$ cat src/rtl/byte_serial_adder_if.sv
// byte_serial_adder_if
//   Bundles the operand request, the external 8-bit adder hookup and the
//   result hand-off of byte_serial_adder.
//   op_valid/op_ready/op_a/op_b/op_cin : operand request (W = 8*NBYTES)
//   add_a/add_b -> add_sum/add_cout    : external 8-bit adder, no carry-in
//   res_valid/res_ready/res_sum/res_cout : registered wide result
//   slave  modport : the sequencer side
//   master modport : the requester / adder side
interface byte_serial_adder_if #(
    parameter int NBYTES = 4
) ();
    localparam int W = 8 * NBYTES;

    logic         op_valid;
    logic         op_ready;
    logic [W-1:0] op_a;
    logic [W-1:0] op_b;
    logic         op_cin;
    logic [7:0]   add_a;
    logic [7:0]   add_b;
    logic [7:0]   add_sum;
    logic         add_cout;
    logic         res_valid;
    logic         res_ready;
    logic [W-1:0] res_sum;
    logic         res_cout;

    modport slave (
        input  op_valid, op_a, op_b, op_cin, add_sum, add_cout, res_ready,
        output op_ready, add_a, add_b, res_valid, res_sum, res_cout
    );

    modport master (
        output op_valid, op_a, op_b, op_cin, add_sum, add_cout, res_ready,
        input  op_ready, add_a, add_b, res_valid, res_sum, res_cout
    );
endinterface

$ cat src/rtl/byte_serial_adder.sv
// byte_serial_adder
//   Multi-byte adder sequencer around an external 8-bit adder that has no
//   carry-in. Each byte takes two passes through the adder: A+B first, then
//   the partial sum plus the running carry. The two carries can never both
//   be set, so OR-ing them gives the byte's carry-out. Latency is fixed at
//   2*NBYTES cycles from accept to res_valid.
//   Ports:
//     clk   : rising-edge clock
//     rst_n : asynchronous active-low reset (aborts any operation)
//     bus   : byte_serial_adder_if.slave (operand, adder and result signals)
module byte_serial_adder #(
    parameter int NBYTES = 4
) (
    input  logic                 clk,
    input  logic                 rst_n,
    byte_serial_adder_if.slave   bus
);
    localparam int IDXW = (NBYTES > 1) ? $clog2(NBYTES) : 1;
    localparam logic [IDXW-1:0] LAST_IDX = IDXW'(NBYTES - 1);

    typedef enum logic [1:0] {
        IDLE    = 2'd0,
        ADD_AB  = 2'd1,
        ADD_CIN = 2'd2,
        DONE    = 2'd3
    } state_t;

    state_t                  state_q, state_d;
    logic [IDXW-1:0]         idx_q, idx_d;
    logic                    carry_q, carry_d;
    logic                    cout_q, cout_d;
    logic [NBYTES-1:0][7:0]  sum_q, sum_d;
    // Operand and inter-pass scratch registers: no reset needed, they are
    // always written before being read.
    logic [NBYTES-1:0][7:0]  a_q, a_d;
    logic [NBYTES-1:0][7:0]  b_q, b_d;
    logic [7:0]              tmp_q, tmp_d;
    logic                    c1_q, c1_d;

    logic [7:0]              add_a_c;
    logic [7:0]              add_b_c;

    always_comb begin
        state_d = state_q;
        idx_d   = idx_q;
        carry_d = carry_q;
        cout_d  = cout_q;
        sum_d   = sum_q;
        a_d     = a_q;
        b_d     = b_q;
        tmp_d   = tmp_q;
        c1_d    = c1_q;
        add_a_c = 8'h00;
        add_b_c = 8'h00;

        case (state_q)
            IDLE: begin
                if (bus.op_valid) begin
                    a_d     = bus.op_a;
                    b_d     = bus.op_b;
                    carry_d = bus.op_cin;
                    idx_d   = '0;
                    state_d = ADD_AB;
                end
            end
            ADD_AB: begin
                add_a_c = a_q[idx_q];
                add_b_c = b_q[idx_q];
                tmp_d   = bus.add_sum;
                c1_d    = bus.add_cout;
                state_d = ADD_CIN;
            end
            ADD_CIN: begin
                // Second pass folds the incoming carry into the partial sum.
                add_a_c        = tmp_q;
                add_b_c        = {7'b0, carry_q};
                sum_d[idx_q]   = bus.add_sum;
                carry_d        = c1_q | bus.add_cout;
                if (idx_q == LAST_IDX) begin
                    cout_d  = c1_q | bus.add_cout;
                    state_d = DONE;
                end else begin
                    idx_d   = idx_q + 1'b1;
                    state_d = ADD_AB;
                end
            end
            DONE: begin
                if (bus.res_ready) begin
                    state_d = IDLE;
                end
            end
            default: begin
                state_d = IDLE;
            end
        endcase
    end

    always_ff @(posedge clk or negedge rst_n) begin
        if (!rst_n) begin
            state_q <= IDLE;
            idx_q   <= '0;
            carry_q <= 1'b0;
            cout_q  <= 1'b0;
            sum_q   <= '0;
        end else begin
            state_q <= state_d;
            idx_q   <= idx_d;
            carry_q <= carry_d;
            cout_q  <= cout_d;
            sum_q   <= sum_d;
        end
    end

    always_ff @(posedge clk) begin
        a_q   <= a_d;
        b_q   <= b_d;
        tmp_q <= tmp_d;
        c1_q  <= c1_d;
    end

    assign bus.add_a     = add_a_c;
    assign bus.add_b     = add_b_c;
    assign bus.op_ready  = (state_q == IDLE);
    assign bus.res_valid = (state_q == DONE);
    assign bus.res_sum   = sum_q;
    assign bus.res_cout  = cout_q;
endmodule

$ cat src/flat_wrapper.sv
// flat-port wrapper written by rule: the top's interface ports become plain ports
module byte_serial_adder_flat 
#(
    parameter int NBYTES = 4
)
  (clk, rst_n, bus_op_valid, bus_op_a, bus_op_b, bus_op_cin, bus_add_sum, bus_add_cout, bus_res_ready, bus_op_ready, bus_add_a, bus_add_b, bus_res_valid, bus_res_sum, bus_res_cout);
  byte_serial_adder_if #(.NBYTES(NBYTES)) bus_i ();
  input  logic clk;
  input  logic rst_n;
  input wire logic [$bits(bus_i.op_valid)-1:0] bus_op_valid;
  input wire logic [$bits(bus_i.op_a)-1:0] bus_op_a;
  input wire logic [$bits(bus_i.op_b)-1:0] bus_op_b;
  input wire logic [$bits(bus_i.op_cin)-1:0] bus_op_cin;
  input wire logic [$bits(bus_i.add_sum)-1:0] bus_add_sum;
  input wire logic [$bits(bus_i.add_cout)-1:0] bus_add_cout;
  input wire logic [$bits(bus_i.res_ready)-1:0] bus_res_ready;
  output wire logic [$bits(bus_i.op_ready)-1:0] bus_op_ready;
  output wire logic [$bits(bus_i.add_a)-1:0] bus_add_a;
  output wire logic [$bits(bus_i.add_b)-1:0] bus_add_b;
  output wire logic [$bits(bus_i.res_valid)-1:0] bus_res_valid;
  output wire logic [$bits(bus_i.res_sum)-1:0] bus_res_sum;
  output wire logic [$bits(bus_i.res_cout)-1:0] bus_res_cout;
  assign bus_i.op_valid = bus_op_valid;
  assign bus_i.op_a = bus_op_a;
  assign bus_i.op_b = bus_op_b;
  assign bus_i.op_cin = bus_op_cin;
  assign bus_i.add_sum = bus_add_sum;
  assign bus_i.add_cout = bus_add_cout;
  assign bus_i.res_ready = bus_res_ready;
  assign bus_op_ready = bus_i.op_ready;
  assign bus_add_a = bus_i.add_a;
  assign bus_add_b = bus_i.add_b;
  assign bus_res_valid = bus_i.res_valid;
  assign bus_res_sum = bus_i.res_sum;
  assign bus_res_cout = bus_i.res_cout;
  byte_serial_adder #(.NBYTES(NBYTES)) u_core (.clk(clk), .rst_n(rst_n), .bus(bus_i));
endmodule
$ cat config.mk
export PLATFORM = sky130hd
export DESIGN_NAME = byte_serial_adder_flat
export DESIGN_NICKNAME = d
export VERILOG_FILES = /design/src/rtl/byte_serial_adder_if.sv /design/src/rtl/byte_serial_adder.sv /design/src/flat_wrapper.sv
export SDC_FILE = /design/constraint.sdc
export NUM_CORES = 1
export LEC_CHECK = 0
export BUFFER_PORTS_ARGS = -buffer_cell sky130_fd_sc_hd__buf_2
export CELL_PAD_IN_SITES_DETAIL_PLACEMENT = 0
export CELL_PAD_IN_SITES_GLOBAL_PLACEMENT = 1
export CORE_UTILIZATION = 46
export DETAILED_ROUTE_END_ITERATION = 10
export PLACE_DENSITY_LB_ADDON = 0.1
export RECOVER_POWER = 50
export SETUP_SLACK_MARGIN = 0.1
export SLEW_MARGIN = 15
export SYNTH_ARGS = -nofsm -noshare
export SYNTH_HDL_FRONTEND = slang
export SYNTH_SLANG_ARGS = --single-unit
$ cat constraint.sdc
create_clock -name clk -period 5.2 [get_ports clk]
set_input_delay 0.52 -clock clk [delete_from_list [all_inputs] [get_ports clk]]
set_output_delay 0.52 -clock clk [all_outputs]
set_load 0.02 [all_outputs]
# After elaboration in Yosys (flattened, before gate mapping)

Cells that the tools add are included.

Register bits after elaboration: 111
Output and inout port bits: 51

Add/subtract/negate cells: 1
$lt $le $gt $ge: 2
Equality and inequality tests: 7
Muxes and demuxes: 18
Bitwise logic cells: 1
Reductions and logical operators: 8

Operator list:

| kind                                                                                | number |
|---|---|
| 8-bit binary-select mux with 2-bit select                                           | 2 |
| 32-bit bitwise mux                                                                  | 1 |
| 8-bit case mux with 2 select lines                                                  | 2 |
| 8-bit two-way mux                                                                   | 3 |
| 8-bit demux with 2-bit select                                                       | 1 |
| 2-bit two-way mux                                                                   | 5 |
| 2-bit case mux with 4 select lines                                                  | 1 |
| 2-bit AND reduction                                                                 | 4 |
| 2-bit equality test, second input constant                                          | 3 |
| 2-bit != test, second input constant                                                | 3 |
| 2-bit case mux with 2 select lines                                                  | 1 |
| 2-bit by 3-bit less-than comparator with 1-bit output, second input constant        | 1 |
| 3-bit AND reduction                                                                 | 1 |
| 2-bit by 1-bit adder with 2-bit output, second input constant                       | 1 |
| 2-bit by 1-bit equality test with 1-bit output, second input constant               | 1 |
| 2-bit by 1-bit greater-or-equal comparator with 1-bit output, second input constant | 1 |
| 2-bit zero test                                                                     | 1 |
| 1-bit case mux with 2 select lines                                                  | 1 |
| 2-bit nonzero test                                                                  | 1 |
| 1-bit logical AND                                                                   | 1 |
| 1-bit two-way mux                                                                   | 1 |
| 1-bit OR                                                                            | 1 |

# Longest topological paths before layout

Word-level depth: 5
Gate-level depth with buffers: 7

# Worst setup path before layout

No wires, ideal clock.

Path kind: register -> register
From: register u_core.state_q[0]
To: register u_core.a_q[0] in the netlist's numbering (enable)
Arrival time: 2.432 ns
Required time: 4.771 ns
Slack: 2.340 ns
Stages on the path, launching flop included: 4
Path buffers: 0
Period minus slack after synthesis: 2.860 ns
Cell sequence: dfrtp_1 -> inv_1 -> ha_1 -> and2_1

Longest elaborated chain between the ends: 2

Ends and longest elaborated chain:

| what                                 | RTL line                 | source |
|---|---|---|
| start, declared                      | byte_serial_adder.sv:28  | `state_t state_q, state_d;` |
| start signal, assigned               | byte_serial_adder.sv:106 | `state_q <= state_d;` |
| 2-bit zero test                      | -                        |  |
| net bus_op_ready                     | flat_wrapper.sv:17       | `output wire logic [$bits(bus_i.op_ready)-1:0] bus_op_ready;` |
| 2-bit AND reduction (no source line) | -                        |  |
| end signal, assigned                 | byte_serial_adder.sv:115 | `a_q <= a_d;` |
| end, declared                        | byte_serial_adder.sv:35  | `logic [NBYTES-1:0][7:0] a_q, a_d;` |

The timed path passes the listed nets, and every way through them passes these cells.
A chain may end at the register's enable or synchronous reset.

# Final worst setup path

From: register u_core.state_q[0]
To: output bus_add_a[3]

Longest elaborated chain between the ends: 2
Elaborated cells between the ends (all ways): 3

Ends and longest elaborated chain:

| what                                                                                  | RTL line                | source |
|---|---|---|
| 2-bit equality test or 2-bit by 1-bit equality test with 1-bit output (tied branches) | byte_serial_adder.sv:56 | `case (state_q)` |
| 8-bit case mux with 2 select lines (*)                                                | byte_serial_adder.sv:56 |  |
| end, declared                                                                         | flat_wrapper.sv:18      | `output wire logic [$bits(bus_i.add_a)-1:0] bus_add_a;` |

Mark *: on every way between the ends. The rest lies on a longest branch, timed or not.

==> flow_metrics.env <==
export IMPL_grt_usage_pct=18.1
export IMPL_synth_seq_cells=111
export IMPL_grt_pass1_vias=2583
export IMPL_portBuffers=128
export IMPL_dpl_cell_count=480
export IMPL_die_h_um=99.6
export IMPL_outcome="complete, but fails checks"
export IMPL_drtIter0Drc=75
export IMPL_cts_inserted_buffers=9
export IMPL_max_vdd_ir_drop_mv=0.266
export IMPL_die_x_um=99.6
export IMPL_timing_critical_path_from="u_core.state_q[0]$_DFFE_PN0P_"
export IMPL_critPathLaunchType="flip-flop"
export IMPL_layout_common_cells="93 x buf_2, 73 x edfxtp_1, 38 x dfrtp_1, 36 x clkbuf_1, 33 x mux2_2"
export IMPL_cp_max_fo=17
export IMPL_synth_cell_area_sq_um=4380
export IMPL_async_flop_share_pct=34.2
export IMPL_end_kind="primary output"
export IMPL_rows=35
export IMPL_period_needed_ps=2880
export IMPL_hold_buffers=0
export IMPL_pwr_density_cell_nw_per_um2=562
export IMPL_synthFlopType="edfxtp_1"
export IMPL_gr_usage_met2_pct=30.8
export IMPL_max_cap_violations=1
export IMPL_yosys_area_share_simple_pct=3.20
export IMPL_synthXorXnorAreaFrac_pct=0
export IMPL_fin_nets=449
export IMPL_clkPwrFrac_pct=16.5
export IMPL_worstHoldPathType="in -> reg"
export IMPL_critPathRequiredTime_ps=4680
export IMPL_h_tree_depth=3
export IMPL_synth_compound_area_share_pct=4.14
export IMPL_yosys_top_cells_area="edfxtp_1 50%, dfrtp_1 22%, mux2_2 8.5%, mux4_2 7.7%, ha_1 2.6%"
export IMPL_yosys_area_top_type="edfxtp_1"
export IMPL_seqPwrFrac_pct=46.2
export IMPL_setup_violations_final=0
export IMPL_yosys_area_share_adder_pct=2.57
export IMPL_tightestPinTransition_ps=2040
export IMPL_grt_most_used_layer="met2"
export IMPL_grt_pass1_wl_mm=13.1
export IMPL_max_freq_mhz=347
export IMPL_final_cells=496
export IMPL_wl_per_cell_um=16.7
export IMPL_ctsRootBufferMaster="clkbuf_8"
export IMPL_syn_nets=318
export IMPL_avgSynthCellArea_sq_um=19.0
export IMPL_grt_max_degree=65
export IMPL_cts_tree="yes"
export IMPL_synth_edf_count=73
export IMPL_route_vias_total=2525
export IMPL_worstPathArrival_ps=2360
export IMPL_dr_pass1_iters=4
export IMPL_clk_pin_slew_ps=110
export IMPL_antennaDiodeCount=0
export IMPL_place_hpwl_mm=5.76
export IMPL_fin_crit_sh_pct=55.5
export IMPL_intPower_uw=1890
export IMPL_fin_skew_ps=12.7
export IMPL_max_slew_margin_pct=-35.9
export IMPL_synth_top_family_by_area="multiplexers"
export IMPL_use_met1_pct=21.2
export IMPL_routabilityCongestion=0.718
export IMPL_start_util_pct=47.4
export IMPL_clk_latency_ps=370
export IMPL_setup_tns_ps=0
export IMPL_drv_slew=39
export IMPL_yosysTopAreaCellShare_pct=50.0
export IMPL_ioPinCount=129
export IMPL_mostFrequentLayoutCell="buf_2"
export IMPL_ctsLongestPathBuffers=2
export IMPL_syn_to_final_growth_pct=20.9
export IMPL_nFillCells=795
export IMPL_synthCells=231
export IMPL_cts_repair_resized=0
export IMPL_routed_wl_mm=8.26
export IMPL_ant_nets=0
export IMPL_synthMuxAreaShare_pct=16.8
export IMPL_reg2reg_from="u_core.idx_q[1]$_DFFE_PN0P_"
export IMPL_finalHoldViolations=0
export IMPL_overflow=0
export IMPL_power_frac_comb_pct=37.2
export IMPL_min_delay_start="bus_op_a[8]"
export IMPL_clock_sinks=111
export IMPL_coreArea_sq_um=9240
export IMPL_cts_setup_buffers=0
export IMPL_drc=0
export IMPL_use_met3_pct=6.54
export IMPL_critPathKind="reg -> out"
export IMPL_synth_warning_count=0
export IMPL_ys_types=28
export IMPL_p_leak_uw=0.00211
export IMPL_p_sw_share_pct=36.6
export IMPL_rsz0062_at_grt="false"
export IMPL_drive_gt1_share_pct=43.3
export IMPL_violations="capacitance limit, slew limit"
export IMPL_yosysSeqAreaShare_pct=71.7
export IMPL_viasPerCell=5.09
export IMPL_die_area_sq_um=9920
export IMPL_switching_power_uw=1090
export IMPL_grt_antenna_before_repair=0
worst max-delay path: stages (launching register included):
cell     delay, ps
dfrtp_1        400
inv_1          100
ha_1           650
and2_1         440
a32o_1         220
buf_2          180
cell type report:
type | count | area [sq um] | share of cell area, %
inverter | 4 | 15.0 | 0.283
clock inverter | 6 | 67.6 | 1.28
clock buffer | 10 | 128 | 2.41
multi-input combinational | 106 | 1170 | 22.1
sequential | 111 | 3140 | 59.3
tap | 129 | 161 | 3.05
timing repair buffer | 130 | 612 | 11.5
sequential cells by signal (all words and copies together), names as in the netlist:
register,cells
u_core.a_q,32
u_core.b_q,32
u_core.bus.res_cout,1
u_core.bus.res_sum,32
u_core.c1_q,1
u_core.carry_q,1
u_core.idx_q,2
u_core.state_q,2
u_core.tmp_q,8
stage by stage:
stage / hold WS, ps / utilization (%) / instance area (sq um) / setup WS [ps] / power [uW]
3_5_place_dp: 466 / 55.7 / 5150 / 2690 / 2560
2_1_floorplan: 224 / - / 4380 / 2340 / 2180
4_1_cts: 258 / 57.8 / 5340 / 2270 / 3060
6_report: 312 / 57.3 / 5300 / 2320 / 2980
5_1_grt: 281 / 57.3 / 5300 / 2160 / 3170
3_3_place_gp: 461 / 55.7 / 5150 / 2760 / 2540
logic make-up (layout without fill, tap and decap cells):
logic type	Yosys count	count (layout)
flops	111	111
buf+inv	14	150
fa+ha+maj	9	9
simple gates	26	26
compound gates	22	22
mux	49	49
layer usage:
metal	routed length [um]	vias to the layer above	share of wire [%]
met5	0	-	0
met4	159	0	1.9
met3	598	15	7.2
met2	4270	89	52
met1	3230	1252	39
li1	-	1169	-
power by group through the flow:
| stage | clock network (uW) | registers (uW) | logic, uW |
|---|---|---|---|
| 2_1_floorplan | 0 | 1530 | 651 |
| 3_5_place_dp | 0 | 1400 | 1160 |
| 4_1_cts | 515 | 1380 | 1160 |
| 6_report | 492 | 1380 | 1110 |
| 5_1_grt | 542 | 1410 | 1210 |
| 3_3_place_gp | 0 | 1390 | 1150 |
synthesized netlist by cell type, drive strengths merged (2+ instances only):
cell and number:
inv 4, and3 7, o221ai 2, nand2b 2, buf 6, o21ai 4, clkbuf 4, a32o 9
ha 9, edfxtp 73, mux2 33, nor2 3, and2 3, mux4 16, dfrtp 38, nor2b 3
o31ai 2, nand2 6
worst paths after layout:
path                       slack, ps  cells after the start                                  to
setup / recovery                2320                      5                        bus_add_a[3]
hold / removal                   310                      1             u_core.a_q[8]$_DFFE_PP_
setup reg to reg                2930                      3  u_core.bus.res_sum[24]$_DFFE_PN0P_
hold reg to reg                  480                      2     u_core.bus.res_cout$_DFFE_PN0P_
max in group asynchronous       3320                      1  u_core.bus.res_sum[13]$_DFFE_PN0P_
min in group asynchronous        720                      1     u_core.bus.res_cout$_DFFE_PN0P_
Power figures use the tool's default switching activity.
